[src/rtl/group_mac_acc_if.sv]
// Purpose: beat/result bus of group_mac_acc, bundling the lane operands and the windowed results.
// Latency: none; this file holds wires only.
// Backpressure: none. The source streams one beat per clock and the result is a one-cycle pulse.
// Ports:
//   img/ker             packed lane operands, with lane 0 in the LSBs.
//   val/last/relu_en    beat qualifiers.
//   result/result_val/overflow  windowed outputs.
interface group_mac_acc_if #(
  parameter int GROUP_NB  = 4,
  parameter int IMG_WIDTH = 16,
  parameter int KER_WIDTH = 8,
  parameter int OUT_WIDTH = 16
);
  logic [GROUP_NB*IMG_WIDTH-1:0] img;
  logic [GROUP_NB*KER_WIDTH-1:0] ker;
  logic                          val;
  logic                          last;
  logic                          relu_en;
  logic [GROUP_NB*OUT_WIDTH-1:0] result;
  logic                          result_val;
  logic [GROUP_NB-1:0]           overflow;

  modport master (output img, ker, val, last, relu_en,
                  input  result, result_val, overflow);
  modport slave  (input  img, ker, val, last, relu_en,
                  output result, result_val, overflow);
endinterface

[src/rtl/group_mac_acc.sv]
// Purpose: GROUP_NB signed MAC lanes that accumulate over a window closed by last.
//          At window close they round, rescale, apply optional ReLU and saturate.
// Latency: when the last beat is sampled at edge k, result_val is high for the cycle after edge k+1.
// Backpressure: none. The block accepts one beat per clock and a new window may follow last immediately.
// Ports:
//   clk, rst   clock and asynchronous active-high reset.
//   bus        slave side of group_mac_acc_if, carrying the operands in and the results out.
module group_mac_acc #(
  parameter int GROUP_NB  = 4,
  parameter int IMG_WIDTH = 16,
  parameter int IMG_FIXED = 4,
  parameter int KER_WIDTH = 8,
  parameter int KER_FIXED = 4,
  parameter int ACC_WIDTH = 32,
  parameter int OUT_WIDTH = 16,
  parameter int SHIFT     = KER_FIXED
) (
  input logic             clk,
  input logic             rst,
  group_mac_acc_if.slave  bus
);
  localparam int PW    = IMG_WIDTH + KER_WIDTH;
  // The inner conditional keeps the shift amount legal when SHIFT is 0.
  localparam int RND_I = (SHIFT > 0) ? (1 << ((SHIFT > 0) ? SHIFT - 1 : 0)) : 0;
  localparam logic signed [ACC_WIDTH:0] RND = (ACC_WIDTH+1)'(RND_I);

  if (ACC_WIDTH < PW) begin : g_bad_acc
    $error("ACC_WIDTH must hold a full product");
  end
  if (IMG_FIXED >= IMG_WIDTH) begin : g_bad_fmt
    $error("IMG_FIXED must be below IMG_WIDTH");
  end

  logic val_d1, last_d1, relu_d1;
  logic start;   // the next accepted beat opens a fresh window
  logic rv_q;

  always_ff @(posedge clk or posedge rst) begin
    if (rst) begin
      val_d1  <= 1'b0;
      last_d1 <= 1'b0;
      relu_d1 <= 1'b0;
      start   <= 1'b1;
      rv_q    <= 1'b0;
    end else begin
      val_d1  <= bus.val;
      last_d1 <= bus.last & bus.val;
      relu_d1 <= bus.relu_en;
      if (val_d1) start <= last_d1;
      rv_q    <= val_d1 & last_d1;
    end
  end

  assign bus.result_val = rv_q;

  for (genvar i = 0; i < GROUP_NB; i++) begin : g_lane
    logic signed [IMG_WIDTH-1:0] img_l;
    logic signed [KER_WIDTH-1:0] ker_l;
    logic signed [PW-1:0]        prod_d1;
    logic signed [ACC_WIDTH-1:0] acc, base, sum;
    logic signed [ACC_WIDTH:0]   wide, rnd, shr;
    logic                        acc_ovf, acc_sat, ovf_next, osat;
    logic signed [OUT_WIDTH-1:0] r_next, res_q;
    logic                        ovf_q;

    assign img_l = bus.img[i*IMG_WIDTH +: IMG_WIDTH];
    assign ker_l = bus.ker[i*KER_WIDTH +: KER_WIDTH];

    always_comb begin
      base     = start ? '0 : acc;
      // Use one guard bit, so a sign mismatch in the top two bits means the accumulator saturated.
      wide     = (ACC_WIDTH+1)'(base) + (ACC_WIDTH+1)'(prod_d1);
      acc_sat  = wide[ACC_WIDTH] != wide[ACC_WIDTH-1];
      sum      = acc_sat ? {wide[ACC_WIDTH], {(ACC_WIDTH-1){~wide[ACC_WIDTH]}}}
                         : wide[ACC_WIDTH-1:0];
      ovf_next = (~start & acc_ovf) | acc_sat;
      rnd      = (ACC_WIDTH+1)'(sum) + RND;
      shr      = rnd >>> SHIFT;
      if (relu_d1 && shr[ACC_WIDTH]) shr = '0;
      // The value fits in OUT_WIDTH when every bit above the output sign matches it.
      osat     = ~((&shr[ACC_WIDTH:OUT_WIDTH-1]) | ~(|shr[ACC_WIDTH:OUT_WIDTH-1]));
      r_next   = osat ? {shr[ACC_WIDTH], {(OUT_WIDTH-1){~shr[ACC_WIDTH]}}}
                      : shr[OUT_WIDTH-1:0];
    end

    always_ff @(posedge clk or posedge rst) begin
      if (rst) begin
        prod_d1 <= '0;
        acc     <= '0;
        acc_ovf <= 1'b0;
        res_q   <= '0;
        ovf_q   <= 1'b0;
      end else begin
        prod_d1 <= PW'(img_l) * PW'(ker_l);
        if (val_d1) begin
          acc     <= sum;
          acc_ovf <= ovf_next;
        end
        if (val_d1 && last_d1) begin
          res_q <= r_next;
          ovf_q <= ovf_next | osat;
        end
      end
    end

    assign bus.result[i*OUT_WIDTH +: OUT_WIDTH] = res_q;
    assign bus.overflow[i] = ovf_q;
  end
endmodule

[src/flat_wrapper.sv]
// flat-port wrapper written by rule: the top's interface ports become plain ports
module group_mac_acc_flat 
#(
  parameter int GROUP_NB  = 4,
  parameter int IMG_WIDTH = 16,
  parameter int IMG_FIXED = 4,
  parameter int KER_WIDTH = 8,
  parameter int KER_FIXED = 4,
  parameter int ACC_WIDTH = 32,
  parameter int OUT_WIDTH = 16,
  parameter int SHIFT     = KER_FIXED
)
  (clk, rst, bus_img, bus_ker, bus_val, bus_last, bus_relu_en, bus_result, bus_result_val, bus_overflow);
  group_mac_acc_if #(.GROUP_NB(GROUP_NB), .IMG_WIDTH(IMG_WIDTH), .KER_WIDTH(KER_WIDTH), .OUT_WIDTH(OUT_WIDTH)) bus_i ();
  input logic clk;
  input logic rst;
  input wire logic [$bits(bus_i.img)-1:0] bus_img;
  input wire logic [$bits(bus_i.ker)-1:0] bus_ker;
  input wire logic [$bits(bus_i.val)-1:0] bus_val;
  input wire logic [$bits(bus_i.last)-1:0] bus_last;
  input wire logic [$bits(bus_i.relu_en)-1:0] bus_relu_en;
  output wire logic [$bits(bus_i.result)-1:0] bus_result;
  output wire logic [$bits(bus_i.result_val)-1:0] bus_result_val;
  output wire logic [$bits(bus_i.overflow)-1:0] bus_overflow;
  assign bus_i.img = bus_img;
  assign bus_i.ker = bus_ker;
  assign bus_i.val = bus_val;
  assign bus_i.last = bus_last;
  assign bus_i.relu_en = bus_relu_en;
  assign bus_result = bus_i.result;
  assign bus_result_val = bus_i.result_val;
  assign bus_overflow = bus_i.overflow;
  group_mac_acc #(.GROUP_NB(GROUP_NB), .IMG_WIDTH(IMG_WIDTH), .IMG_FIXED(IMG_FIXED), .KER_WIDTH(KER_WIDTH), .KER_FIXED(KER_FIXED), .ACC_WIDTH(ACC_WIDTH), .OUT_WIDTH(OUT_WIDTH), .SHIFT(SHIFT)) u_core (.clk(clk), .rst(rst), .bus(bus_i));
endmodule
[config.mk]
export PLATFORM = sky130hd
export DESIGN_NAME = group_mac_acc_flat
export DESIGN_NICKNAME = d
export VERILOG_FILES = /design/src/rtl/group_mac_acc_if.sv /design/src/rtl/group_mac_acc.sv /design/src/flat_wrapper.sv
export SDC_FILE = /design/constraint.sdc
export NUM_CORES = 2
export LEC_CHECK = 0
export BUFFER_PORTS_ARGS = -buffer_cell sky130_fd_sc_hd__buf_2
export CAP_MARGIN = 20
export CORE_ASPECT_RATIO = 2
export CORE_UTILIZATION = 59
export CTS_BUF_LIST = sky130_fd_sc_hd__clkbuf_2 sky130_fd_sc_hd__clkbuf_4 sky130_fd_sc_hd__clkbuf_8
export DETAILED_ROUTE_END_ITERATION = 10
export PLACE_DENSITY = 0.89
export SLEW_MARGIN = 20
export SYNTH_ARGS = -nofsm -noshare
export SYNTH_HDL_FRONTEND = slang
export SYNTH_SLANG_ARGS = --single-unit
[constraint.sdc]
create_clock -name clk -period 10.51 [get_ports clk]
set_input_delay 2.102 -clock clk [delete_from_list [all_inputs] [get_ports clk]]
set_output_delay 2.102 -clock clk [all_outputs]
set_load 0.01 [all_outputs]
==> flow_metrics.py <==
metrics = {
    "run_status": {
        "status": "finished clean",
    },
    "yosys": {
        "synthCells": 4849,
        "synthFlopType": "dfrtp_1",
        "synthArstFlopShare_pct": 100,
        "ys_ff_latch": 301,
        "synth_cell_types": 118,
        "synth-edff-count": 0,
        "ys_seq_area_share_pct": 18.2,
        "syn-num-nets": 5686,
        "yosys-top-cells-count": "inv_1 (606), fa_1 (416), nand2_1 (379), nor2_1 (341), and2_1 (337)",
        "synth_top_area_share_pct": 20.1,
        "netlist_top_cells_area": "fa_1 (20%), dfrtp_1 (18%), ha_1 (9.6%)",
        "synth_largest_area_cell": "fa_1",
        "synth.most_common_cell": "inv_1",
        "syn_area_mm2": 0.0415,
        "yosysWarnings": 0,
        "syn_area_per_cell_um2": 8.56,
    },
    "min_path": {
        "hold_end": "u_core.g_lane[3].acc[17]$_DFFE_PP0P_",
        "holdPathStages": 1,
        "hold_class": "reg -> reg",
        "hold_start": "u_core.g_lane[3].acc[17]$_DFFE_PP0P_",
    },
    "critical_path": {
        "cp_slowest_cell": "dfstp_4",
        "critical_path_class": "reg -> reg",
        "cp_max_fo": 49,
        "regToRegSetupSlack_ns": 0.81,
        "required_ns": 11.05,
        "reg2regPathDepth": 27,
        "timing.rr.end": "u_core.g_lane[0].res_q[5]$_DFFE_PP0P_",
        "crit_path_start_kind": "register",
        "r2r_start": "u_core.start$_DFFE_PP1P_",
        "path_common_cell": "ha_1",
        "critical_path.max_stage_delay_ns": 1.00,
        "crit_path_end_kind": "register",
        "cp.arrival_ns": 10.25,
    },
    "detailed_routing": {
        "routedWlPerCell_um": 21.3,
        "routed_via_density": 6.27,
        "ant_nets": 0,
        "via_count": 36600,
        "wirelength_um": 124000,
        "drt_pre_antenna_iters": 9,
        "drc": 0,
        "first_iter_violations": 2437,
    },
    "global_route": {
        "grt_max_degree": 108,
        "antenna_found_initial": 4,
        "first_global_vias": 38200,
        "busiest_layer": "met2",
        "met3_usage_pct": 6.64,
        "grt_pass1_wl_um": 197000,
        "use_met1_pct": 35.2,
        "grt.overflow.total": 0,
        "met2_usage_pct": 63.4,
        "grt.total_usage_pct": 35.2,
    },
    "clocking": {
        "cts_root_buffer": "clkbuf_8",
        "cts_hold_buf": 0,
        "cts.sinks": 301,
        "clk_pin_slew_worst_paths_ns": 0.07,
        "numCtsBuffers": 46,
        "post-cts-setup-buffers": 0,
        "cts_tree": "done",
        "clock_latency_ns": 0.66,
        "cts_resized": 0,
        "cts_buffer_depth": 3,
        "htreeDepth": 2,
    },
    "floorplanning": {
        "die_h_um": 377,
        "initial_core_util_pct": 59.6,
        "coreArea_mm2": 0.0696,
        "rows": 137,
        "die_w_um": 190,
        "die-area_mm2": 0.0715,
        "ios": 170,
    },
    "layout": {
        "finalNonFillerCells": 5840,
        "area_growth_pct": 6.04,
        "drive_gt1_share_pct": 8.79,
        "fillCellCount": 5778,
        "final_util_pct": 63.2,
        "final_nets": 5737,
    },
    "timing": {
        "hold_viol_final": 0,
        "fmax_mhz": 103,
        "setup_violations": 0,
        "finalCritPeriodShare_pct": 92.3,
        "rsz0062_at_grt": "false",
        "tightest_slew_ns": 1.18,
        "finClkSkew_ns": 0.0575,
        "relSlewSlack_pct": 20.1,
        "period_minus_slack_ns": 9.70,
        "fin_tns_setup_ns": 0,
        "slew_violations": 0,
    },
    "placement": {
        "dp_hpwl_um": 99200,
        "portBuffers": 169,
        "globalplace.congestion": 1.04,
        "dpl.cell_count": 5755,
    },
    "run": {
        "maxCapViolCount": 0,
    },
}
-- through the flow --
step / instance area [µm²] / hold WS, ns / worst slack [ns]
2_1_floorplan: 41500 / 0.443 / 0.0921
3_3_place_gp: 42900 / 0.455 / 1.65
3_5_place_dp: 42900 / 0.460 / 1.36
4_1_cts: 44000 / 0.475 / 1.31
5_1_grt: 44000 / 0.516 / 0.397
6_report: 44000 / 0.472 / 0.808
-- state kept, by name (all words and copies together) (netlist names) --
name and cells:
u_core.g_lane.ovf_q 4, u_core.g_lane.acc_ovf 4, u_core.g_lane.res_q 64, u_core.start 1
u_core.g_lane.acc 128, u_core.val_d1 1, u_core.g_lane.prod_d1 96, u_core.last_d1 1
u_core.relu_d1 1, u_core.bus.result_val 1
-- how the worst max path moves through the flow --
stage                                       endpoint                startpoint
2_1_floorplan        u_core.bus.result_val$_DFF_PP0_                       rst
3_3_place_gp   u_core.g_lane[0].res_q[5]$_DFFE_PP0P_  u_core.start$_DFFE_PP1P_
3_5_place_dp   u_core.g_lane[0].res_q[5]$_DFFE_PP0P_  u_core.start$_DFFE_PP1P_
4_1_cts        u_core.g_lane[0].res_q[5]$_DFFE_PP0P_  u_core.start$_DFFE_PP1P_
5_1_grt        u_core.g_lane[0].res_q[5]$_DFFE_PP0P_  u_core.start$_DFFE_PP1P_
6_report       u_core.g_lane[0].res_q[5]$_DFFE_PP0P_  u_core.start$_DFFE_PP1P_
-- worst max-delay path, delay by kind of cell, from the launching register on --
family	cells	cell delay, ns
fa+ha+maj	3	0.88
buf+inv	4	0.90
xor+xnor	1	0.16
simple gates	8	2.51
flops	1	1.00
compound gates	11	4.10
-- layout make-up --
type / instances / area [µm²] / share of cell area, %
Antenna cell: 1 / 2.50 / 0.00569
Clock buffer: 67 / 878 / 2.00
Sequential cell: 301 / 7540 / 17.1
Clock inverter: 17 / 223 / 0.506
Inverter: 608 / 2290 / 5.20
Tap cell: 903 / 1130 / 2.57
Multi-Input combinational cell: 3748 / 30900 / 70.2
Timing Repair Buffer: 195 / 1040 / 2.37
-- cell usage in the layout, fill, tap and decap left out, types with 12 or more instances in the layout --
cell type,n
or3_1,32
nand2b_1,91
nor2_1,341
a21boi_0,22
a211o_1,12
a2111oi_0,12
nand4_1,40
a21oi_1,231
o31ai_1,14
fa_1,416
inv_1,604
a31oi_1,63
buf_4,26
clkbuf_8,60
a211oi_1,27
nand3_1,96
o21bai_1,33
or2_2,22
a21o_1,85
mux2i_1,23
and3_1,39
mux2_2,44
xor2_1,69
nor2b_1,127
o211ai_1,48
o22ai_1,30
nor3_1,90
xnor2_1,142
nand2_1,378
buf_2,169
a221o_1,12
ha_1,320
nor3b_1,13
and2_1,337
o21a_1,48
dfrtp_1,299
nor4_1,21
o21ai_0,194
-- kinds of logic after synthesis --
family	count (synthesis)	synth area share, %
simple gates	1699	21.2
compound gates	1035	17.3
buf+inv	800	7.42
fa+ha+maj	736	29.7
flops	301	18.2
xor+xnor	211	4.45
mux	67	1.75
-- layer usage --
| layer | routed length (µm) | share of wire, % |
|---|---|---|
| met5 | 28 | 0.023 |
| met4 | 11000 | 8.8 |
| met3 | 8280 | 6.7 |
| met1 | 41400 | 33 |
| met2 | 63500 | 51 |
Power is left out: the tool's default activity adds up to more than one toggle a clock period on the data nets, which glitch-free logic cannot reach.
